File: src/rtl/cpu_pkg.sv
// ----------------------------------------------------------------------------
// cpu_pkg -- constants shared by the CPU front end.
//   INST_W     : instruction / PC word width
//   NOP_INST   : value shown on idle instruction outputs
//   pcsrc_e    : next-PC select encodings. Any value other than PCSRC_PC4
//                means a taken branch or jump, which flushes the instruction
//                queue.
// ----------------------------------------------------------------------------
package cpu_pkg;

  localparam int unsigned INST_W = 32;
  localparam logic [INST_W-1:0] NOP_INST = 32'h0000_0000;

  typedef enum logic [1:0] {
    PCSRC_PC4    = 2'b00,
    PCSRC_BRANCH = 2'b01,
    PCSRC_JUMP   = 2'b10
  } pcsrc_e;

  // True when the selected next PC leaves the sequential stream.
  function automatic logic pcsrc_redirects(input pcsrc_e src);
    return src != PCSRC_PC4;
  endfunction

endpackage

File: src/rtl/queue_mem.sv
// ----------------------------------------------------------------------------
// queue_mem -- DEPTH x (2*INST_W) register array for the instruction queue.
// One synchronous write port, one asynchronous read port. Contents are not
// reset; validity is tracked by the owner of the pointers.
// Ports:
//   clk   : clock
//   we    : write enable
//   waddr : write address
//   wdata : write data {pc, inst}
//   raddr : read address
//   rdata : read data, combinational from raddr
// ----------------------------------------------------------------------------
module queue_mem
  import cpu_pkg::*;
#(
  parameter int unsigned DEPTH = 4,
  localparam int unsigned AW   = $clog2(DEPTH),
  localparam int unsigned DW   = 2 * INST_W
) (
  input  logic          clk,
  input  logic          we,
  input  logic [AW-1:0] waddr,
  input  logic [DW-1:0] wdata,
  input  logic [AW-1:0] raddr,
  output logic [DW-1:0] rdata
);

  logic [DW-1:0] mem_q [DEPTH];

  always_ff @(posedge clk) begin
    if (we) begin
      mem_q[waddr] <= wdata;
    end
  end

  assign rdata = mem_q[raddr];

endmodule

File: src/rtl/inst_queue.sv
// ----------------------------------------------------------------------------
// inst_queue -- FIFO between fetch and decode.
// Parameter DEPTH (power of two, >= 2) sets the number of entries.
// Optional feature macro: INST_QUEUE_BYPASS_EN. When defined, an instruction
// arriving at an empty queue is shown to decode in the same cycle and, if
// decode takes it, never written to storage.
// Ports:
//   Clk, Clr            : clock, asynchronous active-high reset
//   In_valid/In_ready   : fetch handshake; In_inst, In_pc are the payload
//   Out_valid/Out_ready : decode handshake; Out_inst, Out_pc are the payload
//   Flush               : taken branch/jump, discards every entry
//   Count               : occupancy, 0..DEPTH
//
// Handshakes: a transfer happens on a rising edge where valid and ready are
// both 1 and Flush is 0. In_ready depends only on registered occupancy (never
// on Out_ready), so a full queue refuses a push even when a pop happens in the
// same cycle. Idle outputs (Out_valid=0) carry NOP, never stale data.
// ----------------------------------------------------------------------------
module inst_queue
  import cpu_pkg::*;
#(
  parameter int unsigned DEPTH = 4,
  localparam int unsigned AW   = $clog2(DEPTH),
  localparam int unsigned CW   = AW + 1
) (
  input  logic              Clk,
  input  logic              Clr,
  input  logic              In_valid,
  output logic              In_ready,
  input  logic [INST_W-1:0] In_inst,
  input  logic [INST_W-1:0] In_pc,
  output logic              Out_valid,
  input  logic              Out_ready,
  output logic [INST_W-1:0] Out_inst,
  output logic [INST_W-1:0] Out_pc,
  input  logic              Flush,
  output logic [CW-1:0]     Count
);

  localparam logic [CW-1:0] FULL = CW'(DEPTH);

  logic [AW-1:0] wr_ptr_q, wr_ptr_d;
  logic [AW-1:0] rd_ptr_q, rd_ptr_d;
  logic [CW-1:0] count_q, count_d;

  logic              empty;
  logic              bypass_act;
  logic              push;
  logic              pop;
  logic              wr_en;
  logic              rd_en;
  logic [2*INST_W-1:0] rdata;

  assign empty    = (count_q == '0);
  assign In_ready = (count_q != FULL);

`ifdef INST_QUEUE_BYPASS_EN
  // Clr is included so outputs read idle while reset is held even if fetch
  // is still presenting an instruction.
  assign bypass_act = empty && In_valid && !Flush && !Clr;
`else
  assign bypass_act = 1'b0;
`endif

  assign Out_valid = !empty || bypass_act;

  assign push = In_valid && In_ready && !Flush;
  assign pop  = Out_valid && Out_ready && !Flush;

  // A bypassed entry consumed in the same cycle never touches storage; an
  // entry popped from storage needs a non-empty queue.
  assign wr_en = push && !(bypass_act && Out_ready);
  assign rd_en = pop && !empty;

  always_comb begin
    wr_ptr_d = wr_ptr_q;
    rd_ptr_d = rd_ptr_q;
    count_d  = count_q;
    if (Flush) begin
      wr_ptr_d = '0;
      rd_ptr_d = '0;
      count_d  = '0;
    end else begin
      // Pointers are AW bits wide, so increments wrap modulo DEPTH.
      if (wr_en) wr_ptr_d = wr_ptr_q + AW'(1);
      if (rd_en) rd_ptr_d = rd_ptr_q + AW'(1);
      case ({wr_en, rd_en})
        2'b10:   count_d = count_q + CW'(1);
        2'b01:   count_d = count_q - CW'(1);
        default: count_d = count_q;
      endcase
    end
  end

  always_ff @(posedge Clk or posedge Clr) begin
    if (Clr) begin
      wr_ptr_q <= '0;
      rd_ptr_q <= '0;
      count_q  <= '0;
    end else begin
      wr_ptr_q <= wr_ptr_d;
      rd_ptr_q <= rd_ptr_d;
      count_q  <= count_d;
    end
  end

  queue_mem #(.DEPTH(DEPTH)) u_mem (
    .clk   (Clk),
    .we    (wr_en),
    .waddr (wr_ptr_q),
    .wdata ({In_pc, In_inst}),
    .raddr (rd_ptr_q),
    .rdata (rdata)
  );

  always_comb begin
    Out_inst = NOP_INST;
    Out_pc   = NOP_INST;
    if (bypass_act) begin
      Out_inst = In_inst;
      Out_pc   = In_pc;
    end else if (Out_valid) begin
      Out_inst = rdata[INST_W-1:0];
      Out_pc   = rdata[2*INST_W-1:INST_W];
    end
  end

  assign Count = count_q;

endmodule

File: config.mk
export PLATFORM = sky130hd
export DESIGN_NAME = inst_queue
export DESIGN_NICKNAME = d
export VERILOG_FILES = /design/src/rtl/cpu_pkg.sv /design/src/rtl/queue_mem.sv /design/src/rtl/inst_queue.sv
export SDC_FILE = /design/constraint.sdc
export NUM_CORES = 1
export LEC_CHECK = 0
export CORE_MARGIN = 4
export CORE_UTILIZATION = 55
export CTS_BUF_LIST = sky130_fd_sc_hd__clkbuf_16
export DETAILED_ROUTE_END_ITERATION = 8
export GPL_TIMING_DRIVEN = 0
export MAX_ROUTING_LAYER = met4
export PLACE_DENSITY = 0.79
export SYNTH_ARGS = -nofsm -noshare
export SYNTH_HDL_FRONTEND = slang
export SYNTH_SLANG_ARGS = --single-unit
export TNS_END_PERCENT = 1
File: constraint.sdc
create_clock -name Clk -period 3.1 [get_ports Clk]
set_clock_uncertainty 0.05 [all_clocks]
set_input_delay 0.62 -clock Clk [delete_from_list [all_inputs] [get_ports Clk]]
set_output_delay 0.62 -clock Clk [all_outputs]
set_load 0.01 [all_outputs]
Word-level counts from Yosys, hierarchy flattened

Memories as Yosys holds them, arrays and structs flattened.
Index checks and enable logic that the tools add are counted.

Register bits after elaboration: 7
Memory bits (writable): 256
Input bits: 69
Output and inout bits: 69
Memories kept: 1

Add/sub/neg operators: 4
Equal/unequal tests: 3
Muxes and demuxes: 10
Reductions and logical operators: 11

Memories:

| name        | words | width | rd ports | clocked after memory_dff | wr ports | RTL line        | RTL |
|---|---|---|---|---|---|---|---|
| u_mem.mem_q | 4     | 64    | 1        | 0                        | 1        | queue_mem.sv:28 | `logic [DW-1:0] mem_q [DEPTH];` |

Operators by type and width:

| cell                                                | number |
|---|---|
| 2-to-1 mux 32 bit                                   | 2 |
| 2-to-1 mux 2 bit                                    | 4 |
| one-hot mux 3 bit (2 select lines)                  | 1 |
| logical AND 1 bit                                   | 5 |
| adder 2 x 1 -> 2 bit, second input constant         | 2 |
| nonzero test 2 bit                                  | 2 |
| adder 3 x 1 -> 3 bit, second input constant         | 1 |
| logical NOT 3 bit                                   | 1 |
| 2-to-1 mux 3 bit                                    | 1 |
| != test 3 bit, second input constant                | 1 |
| nonzero test 3 bit                                  | 1 |
| subtractor 3 x 1 -> 3 bit, second input constant    | 1 |
| equality test 2 x 1 -> 1 bit, second input constant | 1 |
| equality test 2 bit, second input constant          | 1 |
| logical NOT 1 bit                                   | 2 |
| 2-to-1 mux 1 bit                                    | 2 |

Longest topological paths before layout

Gate-level depths: netlist (run 1).

Depth in word-level cells: 8
Gate-level depth with buffers: 7
Depth with buffers taken out: 6

By module

Synthesis (run 1) repeated with hierarchy kept, for this count alone.

Cells, all modules: 464
Area total of the unflattened synthesis: 10306.1 sq um

By module, submodules not included:

| module     | instances | cells each | area an instance (sq um) | sequential area each (sq um) |
|---|---|---|---|---|
| queue_mem  | 1         | 338        | 9341.5                   | 7687.4 |
| inst_queue | 1         | 126        | 964.7                    | 175.2 |

Least setup slack after synthesis (run 1)

OpenSTA, ideal clock, no wires.

Kind: input to register
From: input In_valid
To: memory u_mem.mem_q[2][0] in the netlist's numbering, enable pin
Setup time: 429 ps
Arrival: 2781 ps
Data required time: 2621 ps
Slack: -160 ps
Stages: 4
Buffers on the path: 1
Path through: clkbuf_1 inv_1 nor3_1 and2_1

Longest elaborated chain between the ends: 4

RTL lines:

| item                                   | RTL line         | RTL |
|---|---|---|
| from (decl)                            | inst_queue.sv:28 | `input logic In_valid,` |
| logical AND 1 bit (2 in series)        | inst_queue.sv:67 | `assign push = In_valid && In_ready && !Flush;` |
| 2-to-1 mux 1 bit                       | queue_mem.sv:31  | `if (we) begin` |
| 2-to-1 mux 1 bit (not written as such) | queue_mem.sv:32  | `mem_q[waddr] <= wdata;` |
| to (decl)                              | queue_mem.sv:28  |  |

Every way passes these cells.

Worst setup path after layout (run 1)

From: register count_q[0], in the netlist Count[0]
To: output Out_pc[29]

Longest elaborated chain between the ends: 2

RTL lines:

| item                   | RTL line          | RTL |
|---|---|---|
| from (decl)            | inst_queue.sv:44  | `logic [CW-1:0] count_q, count_d;` |
| from (signal assigned) | inst_queue.sv:103 | `count_q <= count_d;` |
| logical NOT 3 bit      | inst_queue.sv:54  | `assign empty = (count_q == '0);` |
| 2-to-1 mux 32 bit      | inst_queue.sv:122 | `end else if (Out_valid) begin` |
| to (decl)              | inst_queue.sv:35  | `output logic [INST_W-1:0] Out_pc,` |

Every way passes these cells.

==> metrics.yaml, run 1 <==
status: "finished with violations"
violations: "setup timing"
cp-end-kind: "output pin"
power_leakage_nw: 4.43
slew_headroom_pct: 59.4
ys.warnings.count: 0
seqPwrFrac_pct: 52.0
grt_usage_pct: 19.2
min_period_ns: 3.17
wl_mm: 18.9
ys_seq_area_share_pct: 77.0
syn_inst: 470
yosys.area_share.adder_pct: 0.686
finalHoldViolations: 0
power.internal_mw: 6.10
highest_layer: "met4"
final_cell_mix: "edfxtp_1, clkdlybuf4s50_1, mux4_2, and2_1, dlygate4sd2_1"
synth_compound_area_share_pct: 0.943
fmax_mhz: 316
tritoncts: "built"
wl_met1_mm: 7.71
synth_xor_area_share_pct: 0.257
yosys.area_share.simple_pct: 5.11
gp_congestion: 0.819
async_flop_share_pct: 2.66
port_buffers: 136
crit_type: "flop to output pin"
cts_made_buffers: 26
max-vdd-ir-drop_mv: 0.448
worst-path-max-fanout: 10
met3_length_um: 836
die_area_sq_um: 20800
syn_avg_cell_area_sq_um: 21.7
layout-drive-gt1-share_pct: 19.2
cap_violations: 0
worstHoldPathType: "primary input to async pin"
finalPower_mw: 7.77
postCtsHoldBufs: 0
swShare_pct: 21.5
cp_top_family: "buffers and inverters"
layout_setup_ws_ns: -0.0669
grt_pass1_wl_mm: 29.8
clk_latency_ns: 0.50
syn_nets: 544
tns_ns: -0.216
powerDensity_nw_per_um2: 609
postCtsSetupRepairBufs: 0
clock_sinks: 263
ant_nets: 0
wire_per_inst_um: 21.4
drt_iter0_markers: 341
slowest_stage: "clkdlybuf4s50_1"
grt_remaining_overflow: 0
nets: 712
syn_to_final_growth_pct: 24.8
grt_max_degree: 52
worstMarginPinSlew_ns: 0.609
fin_crit_sh_pct: 102
synth_mux_area_share_pct: 14.2
synthFlopType: "edfxtp_1"
cp_cell_sequence: "buf_2, or3_1, clkbuf_8, clkbuf_4, and2_1, clkdlybuf4s50_1"
vias: 5000
die_h_um: 144
critical_path_cell_count: 6
synth_top_family_by_area: "multiplexers"
crit_arrival_ns: 2.50
dp_hpwl_mm: 11.9
start_util_pct: 56.5
drc: 0
critPathMaxStageDelay_ns: 0.47
ys_types: 35
grt_pass1_vias: 5383
start_kind: "flop"
antenna_found_initial: 1
switchingPower_mw: 1.67
via_per_inst: 5.64
rsz0062_at_grt: "true"
die-width_um: 144
p_comb_share_pct: 12.8
root_buffer: "clkbuf_16"
synth_edf_count: 256
synth-seq-cells: 263
path_clk_slew_ns: 0.06
layout_commonest_cell: "edfxtp_1"
timing.critical_path.buf_inv: 4
worstRegToRegCells: 6
cts_buffer_depth: 3
crit_required_ns: 2.43
rows: 49
dr_wl_met2_mm: 10.2
ios: 138
drv_slew: 0
finalSetupViolations: 5
dr.pass1.iters: 6
clkPwrFrac_pct: 35.3
core_sq_um: 18100
h-tree-depth: 1
syn_area_sq_um: 10200
[layout make-up]
class                      instances  area (sq um)
clock buffer                      27           676
tap                              229           287
sequential                       263          7860
clock inverter                    19          77.6
antenna                            1          2.50
buffer                            26           203
fill                            1132          5340
multi-input combinational        174          2180
inverter                           7          26.3
timing repair buffer             140          1430
[logic make-up (layout without fill, tap and decap cells)]
| kind of cell | Yosys count | in the layout |
|---|---|---|
| AO/OA/AOI/OAI | 14 | 14 |
| buffers and inverters | 33 | 219 |
| multiplexers | 65 | 65 |
| AND/OR/NAND/NOR | 87 | 87 |
| XOR/XNOR | 3 | 3 |
| flip-flops | 263 | 263 |
| other | 0 | 1 |
| adder cells (fa/ha/maj) | 5 | 5 |
[power by group through the flow]
stage                     logic [mW]  registers, mW  clock network, mW
after global placement          1.02           4.11                  0
after floorplan                0.542           4.11                  0
after detailed placement        1.06           4.11                  0
after global routing            1.08           4.04               2.98
final                          0.992           4.03               2.74
after CTS                       1.02           4.04               2.80
[worst register-to-register path, stage by stage, from the launching register on]
cell and delay [ns]:
dfrtp_1 0.42, buf_2 0.19, o31ai_1 0.36, nor3_1 0.12, fa_1 0.42, or4_1 0.54, a31oi_1 0.18
[registers in the layout, indices dropped and copies added (netlist names)]
register     count
wr_ptr_q         2
u_mem.mem_q    256
Count            3
rd_ptr_q         2
[timing repair]
item                                    CTS  global route
endpoints found under the setup margin   64            41
gates cloned                              0             0
resized for setup                        60             8
[per-layer routing]
layer | global-route usage [%] | up-vias
met5 | - | -
met1 | 25.6 | 2593
met4 | 3.53 | 0
met3 | 2.68 | 20
met2 | 32.7 | 146
li1 | - | 2241
[Yosys cell counts (4+ instances only)]
cell / count / area [sq um]
and2_1: 68 / 425
buf_2: 9 / 45.0
buf_6: 5 / 56.3
clkbuf_1: 6 / 22.5
dfrtp_1: 7 / 175
edfxtp_1: 256 / 7690
ha_1: 4 / 50.1
inv_1: 7 / 26.3
mux4_2: 64 / 1440
nand3_1: 4 / 20.0
nor2_1: 5 / 18.8
[final timing paths]
path | start | to | slack (ns)
min | Clr | wr_ptr_q[1] | 0.30
max in group asynchronous | Clr | rd_ptr_q[0] | 2.46
min in group Clk | Flush | rd_ptr_q[1] | 0.45
min reg2reg | wr_ptr_q[1] | wr_ptr_q[1] | 0.55
max reg2reg | Count[0] | Count[2] | 0.74
max | Count[0] | Out_pc[29] | -0.07
[per-stage QoR]
step | cells | hold WS (ns) | cell area, sq um | util (%) | setup WS, ns
2_1_floorplan | 470 | 0.373 | 10200 | - | -0.160
6_report | 886 | 0.300 | 12700 | 70.5 | -0.0669
4_1_cts | 885 | 0.289 | 12700 | 70.4 | -0.114
3_5_place_dp | 839 | 0.539 | 12000 | 66.2 | -0.125
3_3_place_gp | 835 | 0.517 | 11900 | 65.6 | -1.88
5_1_grt | 886 | 0.292 | 12700 | 70.5 | -0.197
No activity file was read; power rests on OpenSTA's default activity.
==> inputs of run 2 (changes only) <==
--- a/config.mk
+++ b/config.mk
@@ -8,6 +8,7 @@
 export CORE_MARGIN = 4
 export CORE_UTILIZATION = 55
 export CTS_BUF_LIST = sky130_fd_sc_hd__clkbuf_16
+export CTS_CLUSTER_DIAMETER = 80
 export DETAILED_ROUTE_END_ITERATION = 8
 export GPL_TIMING_DRIVEN = 0
 export MAX_ROUTING_LAYER = met4
==> results of run 2 <==
Final layout, timing and power as in run 1 (identical DEF).
